**config.mk**
```make
export PLATFORM = sky130hd
export DESIGN_NAME = uart_rx
export DESIGN_NICKNAME = d
export VERILOG_FILES = /design/src/rtl/uart_rx.sv
export SDC_FILE = /design/constraint.sdc
export NUM_CORES = 1
export LEC_CHECK = 0
export ABC_AREA = 1
export ABC_CLOCK_PERIOD_IN_PS = 2550
export CORE_UTILIZATION = 60
export DETAILED_ROUTE_END_ITERATION = 12
export PLACE_DENSITY_LB_ADDON = 0.05
export SLEW_MARGIN = 20
export SYNTH_ARGS = -nofsm -noshare
export SYNTH_HDL_FRONTEND = slang
export SYNTH_SLANG_ARGS = --single-unit
```
**constraint.sdc**
```tcl
create_clock -name clk -period 2.55 [get_ports clk]
set_input_delay 0.51 -clock clk [delete_from_list [all_inputs] [get_ports clk]]
set_output_delay 0.51 -clock clk [all_outputs]
set_load 0.02 [all_outputs]
```
**src/rtl/uart_rx.sv**
```systemverilog
// 8N1 UART receiver with a two-flop input synchronizer and mid-bit sampling.
// The received byte is held for the bus, with sticky overrun and a one-cycle framing-error pulse.
`timescale 1ns/1ps
module uart_rx #(
   parameter int BUS_CLK = 10_000_000,
   parameter int BAUD    = 9600
) (
   input  logic       clk,
   input  logic       rst,
   input  logic       clk_en,
   input  logic       rx,
   output logic [7:0] din,
   output logic       rdy,
   input  logic       rd,
   output logic       overrun,
   output logic       frame_err,
   output logic       busy
);

   localparam int CPB  = BUS_CLK / BAUD;
   localparam int HALF = CPB / 2;
   localparam int CW   = $clog2(CPB);
   localparam logic [CW-1:0] CNT_LAST  = CW'(CPB - 1);
   localparam logic [CW-1:0] HALF_LAST = CW'(HALF - 1);

   typedef enum logic [2:0] {
      IDLE    = 3'd0,
      START   = 3'd1,
      DATA    = 3'd2,
      STOP    = 3'd3,
      WAIT_HI = 3'd4
   } state_t;

   state_t          state_r, state_next_s;
   logic            sync1_r, rx_s;
   logic [CW-1:0]   cnt_r, cnt_next_s;
   logic [2:0]      idx_r, idx_next_s;
   logic [7:0]      shreg_r, shreg_next_s;
   logic            good_s, ferr_s;

   // Two-flop synchronizer for the asynchronous serial line
   always_ff @(posedge clk) begin
      if (rst) begin
         sync1_r <= 1'b1;
         rx_s    <= 1'b1;
      end else if (clk_en) begin
         sync1_r <= rx;
         rx_s    <= sync1_r;
      end
   end

   // Next-state, bit counter, bit index and shift register logic
   always_comb begin
      state_next_s = state_r;
      cnt_next_s   = cnt_r;
      idx_next_s   = idx_r;
      shreg_next_s = shreg_r;
      good_s       = 1'b0;
      ferr_s       = 1'b0;
      case (state_r)
         IDLE: begin
            cnt_next_s = '0;
            if (!rx_s) state_next_s = START;
            else       state_next_s = IDLE;
         end
         START: begin
            if (cnt_r == HALF_LAST) begin
               cnt_next_s = '0;
               idx_next_s = 3'd0;
               // a start bit that is gone by mid-bit was a glitch
               if (!rx_s) state_next_s = DATA;
               else       state_next_s = IDLE;
            end else begin
               cnt_next_s = cnt_r + CW'(1);
            end
         end
         DATA: begin
            if (cnt_r == CNT_LAST) begin
               shreg_next_s[idx_r] = rx_s;
               cnt_next_s          = '0;
               idx_next_s          = idx_r + 3'd1;
               if (idx_r == 3'd7) state_next_s = STOP;
               else               state_next_s = DATA;
            end else begin
               cnt_next_s = cnt_r + CW'(1);
            end
         end
         STOP: begin
            if (cnt_r == CNT_LAST) begin
               cnt_next_s = '0;
               if (rx_s) begin
                  good_s       = 1'b1;
                  state_next_s = IDLE;
               end else begin
                  ferr_s       = 1'b1;
                  state_next_s = WAIT_HI;
               end
            end else begin
               cnt_next_s = cnt_r + CW'(1);
            end
         end
         WAIT_HI: begin
            cnt_next_s = '0;
            if (rx_s) state_next_s = IDLE;
            else      state_next_s = WAIT_HI;
         end
         default: begin
            state_next_s = IDLE;
            cnt_next_s   = '0;
         end
      endcase
   end

   // Receive-path state registers, advanced only on enabled cycles
   always_ff @(posedge clk) begin
      if (rst) begin
         state_r <= IDLE;
         cnt_r   <= '0;
         idx_r   <= 3'd0;
         shreg_r <= 8'h00;
         busy    <= 1'b0;
      end else if (clk_en) begin
         state_r <= state_next_s;
         cnt_r   <= cnt_next_s;
         idx_r   <= idx_next_s;
         shreg_r <= shreg_next_s;
         busy    <= (state_next_s != IDLE);
      end
   end

   // Bus-side holding register; rd is honoured every cycle, a new byte beats a same-cycle rd
   always_ff @(posedge clk) begin
      if (rst) begin
         din       <= 8'h00;
         rdy       <= 1'b0;
         overrun   <= 1'b0;
         frame_err <= 1'b0;
      end else begin
         frame_err <= clk_en & ferr_s;
         if (clk_en && good_s) begin
            din <= shreg_r;
            rdy <= 1'b1;
            if (rdy && !rd) overrun <= 1'b1;
         end else if (rd) begin
            rdy     <= 1'b0;
            overrun <= 1'b0;
         end
      end
   end

endmodule
```
== After elaboration in Yosys (flattened, before gate mapping) ==
Cells that the tools add are included.

* Bits in registers: 39
* Input port bits: 5

* Add/sub/neg operators: 2
* Order comparisons: 2
* Eq/ne operators: 10
* Mux-type cells: 27
* Bitwise gates (word level): 1
* Reduce and logical (&&, ||, !) cells: 12

{| class="wikitable"
|+ Operator list
! cell !! count
|-
| $mux W11 || 2
|-
| $pmux W11 S2 || 1
|-
| $mux W3 || 6
|-
| $pmux W3 S5 || 1
|-
| $mux W1 || 13
|-
| $add A11 B1 Y11 const B || 1
|-
| $eq A11 B10 Y1 const B || 1
|-
| $eq A11 B11 Y1 const B || 1
|-
| $bwmux W8 || 1
|-
| $eq A3 B2 Y1 const B || 2
|-
| $eq A3 B3 Y1 const B || 2
|-
| $pmux W3 S2 || 1
|-
| $lt A3 B4 Y1 const B || 1
|-
| $ne A2 B2 Y1 const B || 2
|-
| $reduce_and A4 Y1 || 1
|-
| $reduce_bool A2 Y1 || 2
|-
| $add A3 B1 Y3 const B || 1
|-
| $demux W1 S3 || 1
|-
| $eq A3 B1 Y1 const B || 1
|-
| $ge A3 B1 Y1 const B || 1
|-
| $logic_and A1 B1 Y1 || 3
|-
| $logic_not A3 Y1 || 1
|-
| $reduce_and A3 Y1 || 1
|-
| $reduce_bool A3 Y1 || 1
|-
| other kinds (6) || 6
|}

== Logic depth before layout (Yosys ltp) ==
* Depth after elaboration: 6
* Depth in mapped cells: 13
* Mapped depth without buffers: 13

== Worst setup path before layout ==
OpenSTA, ideal clock, no wires.

* Path kind: input-to-reg
* From: input port clk_en
* To: register cnt_r[6]
* Library setup time: 0.115 ns
* Data arrival time: 1.317 ns
* Data required time: 2.435 ns
* Setup slack: 1.119 ns
* Stages: 7
* Buffers on the path: 1
* Path through: buf_4 -> inv_2 -> nor3_2 -> nand2_1 -> nor2_1 -> xor2_1 -> nor2_2

{| class="wikitable"
|+ RTL lines
! element !! RTL line !! source
|-
| from (decl) || 10 || <nowiki>input logic clk_en,</nowiki>
|-
| to (signal assigned) || 124 || <nowiki>cnt_r <= cnt_next_s;</nowiki>
|-
| to (decl) || 36 || <nowiki>logic [CW-1:0] cnt_r, cnt_next_s;</nowiki>
|}

== Worst setup path in the final report ==
* From: register din[3]
* To: output port din[3]

{| class="wikitable"
|+ RTL lines
! element !! RTL line !! source
|-
| from (decl) || 12 || <nowiki>output logic [7:0] din,</nowiki>
|-
| from (signal assigned) || 141 || <nowiki>din <= shreg_r;</nowiki>
|}

No word-level cell between the ends.

==> metrics.md <==
| Metric | Value |
|---|---|
| Outcome | `finished, final reports clean` |
| Synth Instances | `295` |
| Critical Path Sink Type | `output pin` |
| Gpl congestion | `0.927` |
| Detailed-router iteration count before antenna repair | `4` |
| Leak | `0.930 nW` |
| Final HPWL DP | `3.16 mm` |
| Setup crit start kind | `flop` |
| Initial Utilization | `0.630` |
| First-pass GRT wire length | `6.69 mm` |
| Die area | `3740 µm²` |
| Top_reg_cell synth | `dfxtp_1` |
| Vias | `approximately 1900` |
| Root Buffer | `clkbuf_4` |
| Chip height | `61.2 µm` |
| Routed len/inst | `11.8 µm` |
| RR Endpoint | `cnt_r[2]` |
| Cells after DPL | `351` |
| Core area | `roughly 3300 µm²` |
| Post-CTS Setup Inserts | `0` |
| Distinct cells, synth | `31` |
| Pin count of the biggest net entering global routing | `15` |
| Vias in the first global route | `1532` |
| Syn Area/Cell | `7.12 µm²` |
| Max-cap violations | `0` |
| Period minus WS final | `between 1.5 and 2 ns` |
| Congestion Overflow GR | `0` |
| Worst Path Buf+Inv | `1` |
| CTS tree | `done` |
| Slew Limit Fails | `0` |
| Crit-path cells | `clkdlybuf4s50_1` |
| Fmax | `0.542 GHz` |
| Post-route DRC | `0` |
| Worst VDD drop | `around 260 µV` |
| CP Max Fanout | `2` |
| Via density | `~5.3` |
| Rel. slew slack | `0.764` |
| CTS buffer count | `5` |
| Hold_buf cts | `0` |
| R2r setup slk | `just over 0.9 ns` |
| Initial detailed-routing violation count | `101` |
| Origin of the critical flop-to-flop path | `cnt_r[0]` |
| GRT Resource Usage Total | `0.245` |
| Post-synthesis sequential area ratio | `0.372` |
| Power Dens Cells | `500 nW/µm²` |
| Final cell count without fillers | `359` |
| Die Wd | `61.2 µm` |
| Total Routed Length | `4.23 mm` |
| Post-synth EDFFs | `0` |
| WS Path Type | `reg2out` |
| Synth async-reset ratio | `0` |
| Post_cts resized | `0` |
| Antenna-violating nets left | `0` |
| Pin slew with the least headroom to its limit | `around 0.35 ns` |
| FF-to-FF path depth | `9` |
| Layout Skew | `0.0124 ns` |
| Synthesized Nets | `304` |
| Fill count | `approximately 320` |
| Fin. Hold Viols | `0` |
| Yosys warning count | `0` |
| Clock Sinks | `39` |
| Critical Path Max Stage Delay | `0.61 ns` |
| Setup TNS after final layout | `0 ns` |
| Initial antenna violation count | `0` |
| # diodes | `0` |
| Port-buffer cells | `16` |
| Longest Clk Path Bufs | `2` |
| Hold Crit Depth | `2` |
| Slowest cell on crit path | `clkdlybuf4s50_1` |
| Hold Startpoint | `shreg_r[3]` |
| Clk pin slew, worst setup/hold paths | `0.13 ns` |
| Synthesized cell area | `2100 µm²` |
| Worst Path Required | `2.04 ns` |
| RSZ-0062 raised after global routing | `false` |
| Layout cells sized above 1 | `0.166` |
| Flops & latches, synth | `39` |
| Fin nets | `321` |
| Later-pin clock latency in the skew report | `0.37 ns` |
| Final setup vio count | `0` |
| WHS Endpoint | `shreg_r[3]` |
| Final Cycle Share | `0.724` |
| H-tree depth | `2` |
| Rows | `21` |
| IO Pins | `17` |
| Synthesis-to-finish area growth | `12.9%` |
| CP top delay family | `buffers and inverters` |
| Worst hold path class | `reg2reg` |
| Worst Setup SP | `din[3]` |
| Arr. time, crit path | `1.34 ns` |
Yosys cell counts (2+ instances only):
cell type | number | share of area
nor3_2 | 2 | 0.0095
nor2_4 | 4 | 0.021
o21ai_0 | 16 | 0.038
a21oi_1 | 16 | 0.038
nand2_1 | 53 | 0.095
nor2_2 | 14 | 0.042
inv_1 | 25 | 0.045
buf_2 | 2 | 0.0048
nand3_1 | 17 | 0.040
dfxtp_1 | 39 | 0.37
nand2_4 | 2 | 0.011
inv_2 | 6 | 0.011
clkbuf_1 | 4 | 0.0071
nand2_2 | 5 | 0.015
xor2_1 | 4 | 0.017
nand4_1 | 11 | 0.033
nor2_1 | 49 | 0.088
ha_1 | 4 | 0.024
buf_4 | 2 | 0.0071
nor3_1 | 7 | 0.017
nand3_2 | 3 | 0.014
layout by cell type, fill, tap and decap left out, drive strengths merged, types with 2 or more instances in the layout:
master and instances:
dfxtp 39, o21bai 2, ha 4, xor2 4
nor2 67, a21oi 16, buf 3, inv 31
nor3 9, nand4 12, nand3 21, nand2 60
clkdlybuf4s50 16, o21ai 17, clkbuf 5, clkinv 3
final cells by class:
| type | instances | area, µm² | area share |
|---|---|---|---|
| clock buffer | 5 | 37.5 | 0.0158 |
| clock inverter | 3 | 43.8 | 0.0185 |
| inverter | 32 | 121 | 0.0512 |
| multi-input combinational | 215 | 1150 | 0.484 |
| sequential | 39 | 781 | 0.329 |
| tap | 46 | 57.6 | 0.0243 |
| timing repair buffer | 19 | 183 | 0.0770 |
per-stage QoR:
| step | utilization | hold slack [ns] | worst slack [ns] | area [µm²] | total power (W) |
|---|---|---|---|---|---|
| 4_1_cts | 0.711 | 0.475 | 0.686 | 2370 | 0.00119 |
| 6_report | 0.711 | 0.475 | 0.704 | 2370 | 0.00119 |
| 5_1_grt | 0.711 | 0.506 | 0.631 | 2370 | 0.00124 |
| 3_5_place_dp | 0.686 | 0.456 | 0.534 | 2290 | 0.000771 |
| 3_3_place_gp | 0.686 | 0.451 | 0.535 | 2290 | 0.000769 |
| 2_1_floorplan | - | 0.429 | 1.12 | 2100 | 0.000744 |
metal layers:
layer / GRT usage / routed length [µm] / vias up
met1: 0.332 / 2140 / 859
met2: 0.370 / 1820 / 42
met5: 0 / 0 / -
li1: - / - / 982
met3: 0.0735 / 210 / 6
met4: 0.0844 / 59 / 0
state kept, by name (all words and copies together) (netlist names):
signal     cells
cnt_r         11
frame_err      1
busy           1
state_r        3
overrun        1
sync1_r        1
rx_s           1
din            8
rdy            1
idx_r          3
shreg_r        8
report_power, final:
part	internal, W	switching [W]	total, W
registers	0.000622	0.0000143	0.000637
logic	0.0000432	0.0000792	0.000122
clock network	0.000206	0.000220	0.000427
total	0.000872	0.000314	0.00119
cell families (layout without fill, tap and decap cells):
family | count (synthesis) | after routing | synth area share
fa+ha+maj | 4 | 4 | 0.0238
compound gates | 36 | 36 | 0.0959
buf+inv | 41 | 59 | 0.0822
flops | 39 | 39 | 0.372
simple gates | 171 | 171 | 0.410
xor+xnor | 4 | 4 | 0.0167
worst max-delay path by stage:
stage                           to  cells after the start
final                       din[3]                      1
after global routing        din[3]                      1
after CTS                   din[3]                      1
after detailed placement  cnt_r[6]                      7
after global placement    cnt_r[2]                      4
after floorplan           cnt_r[6]                      7
Note: power is estimated with default switching activity, not from simulation.
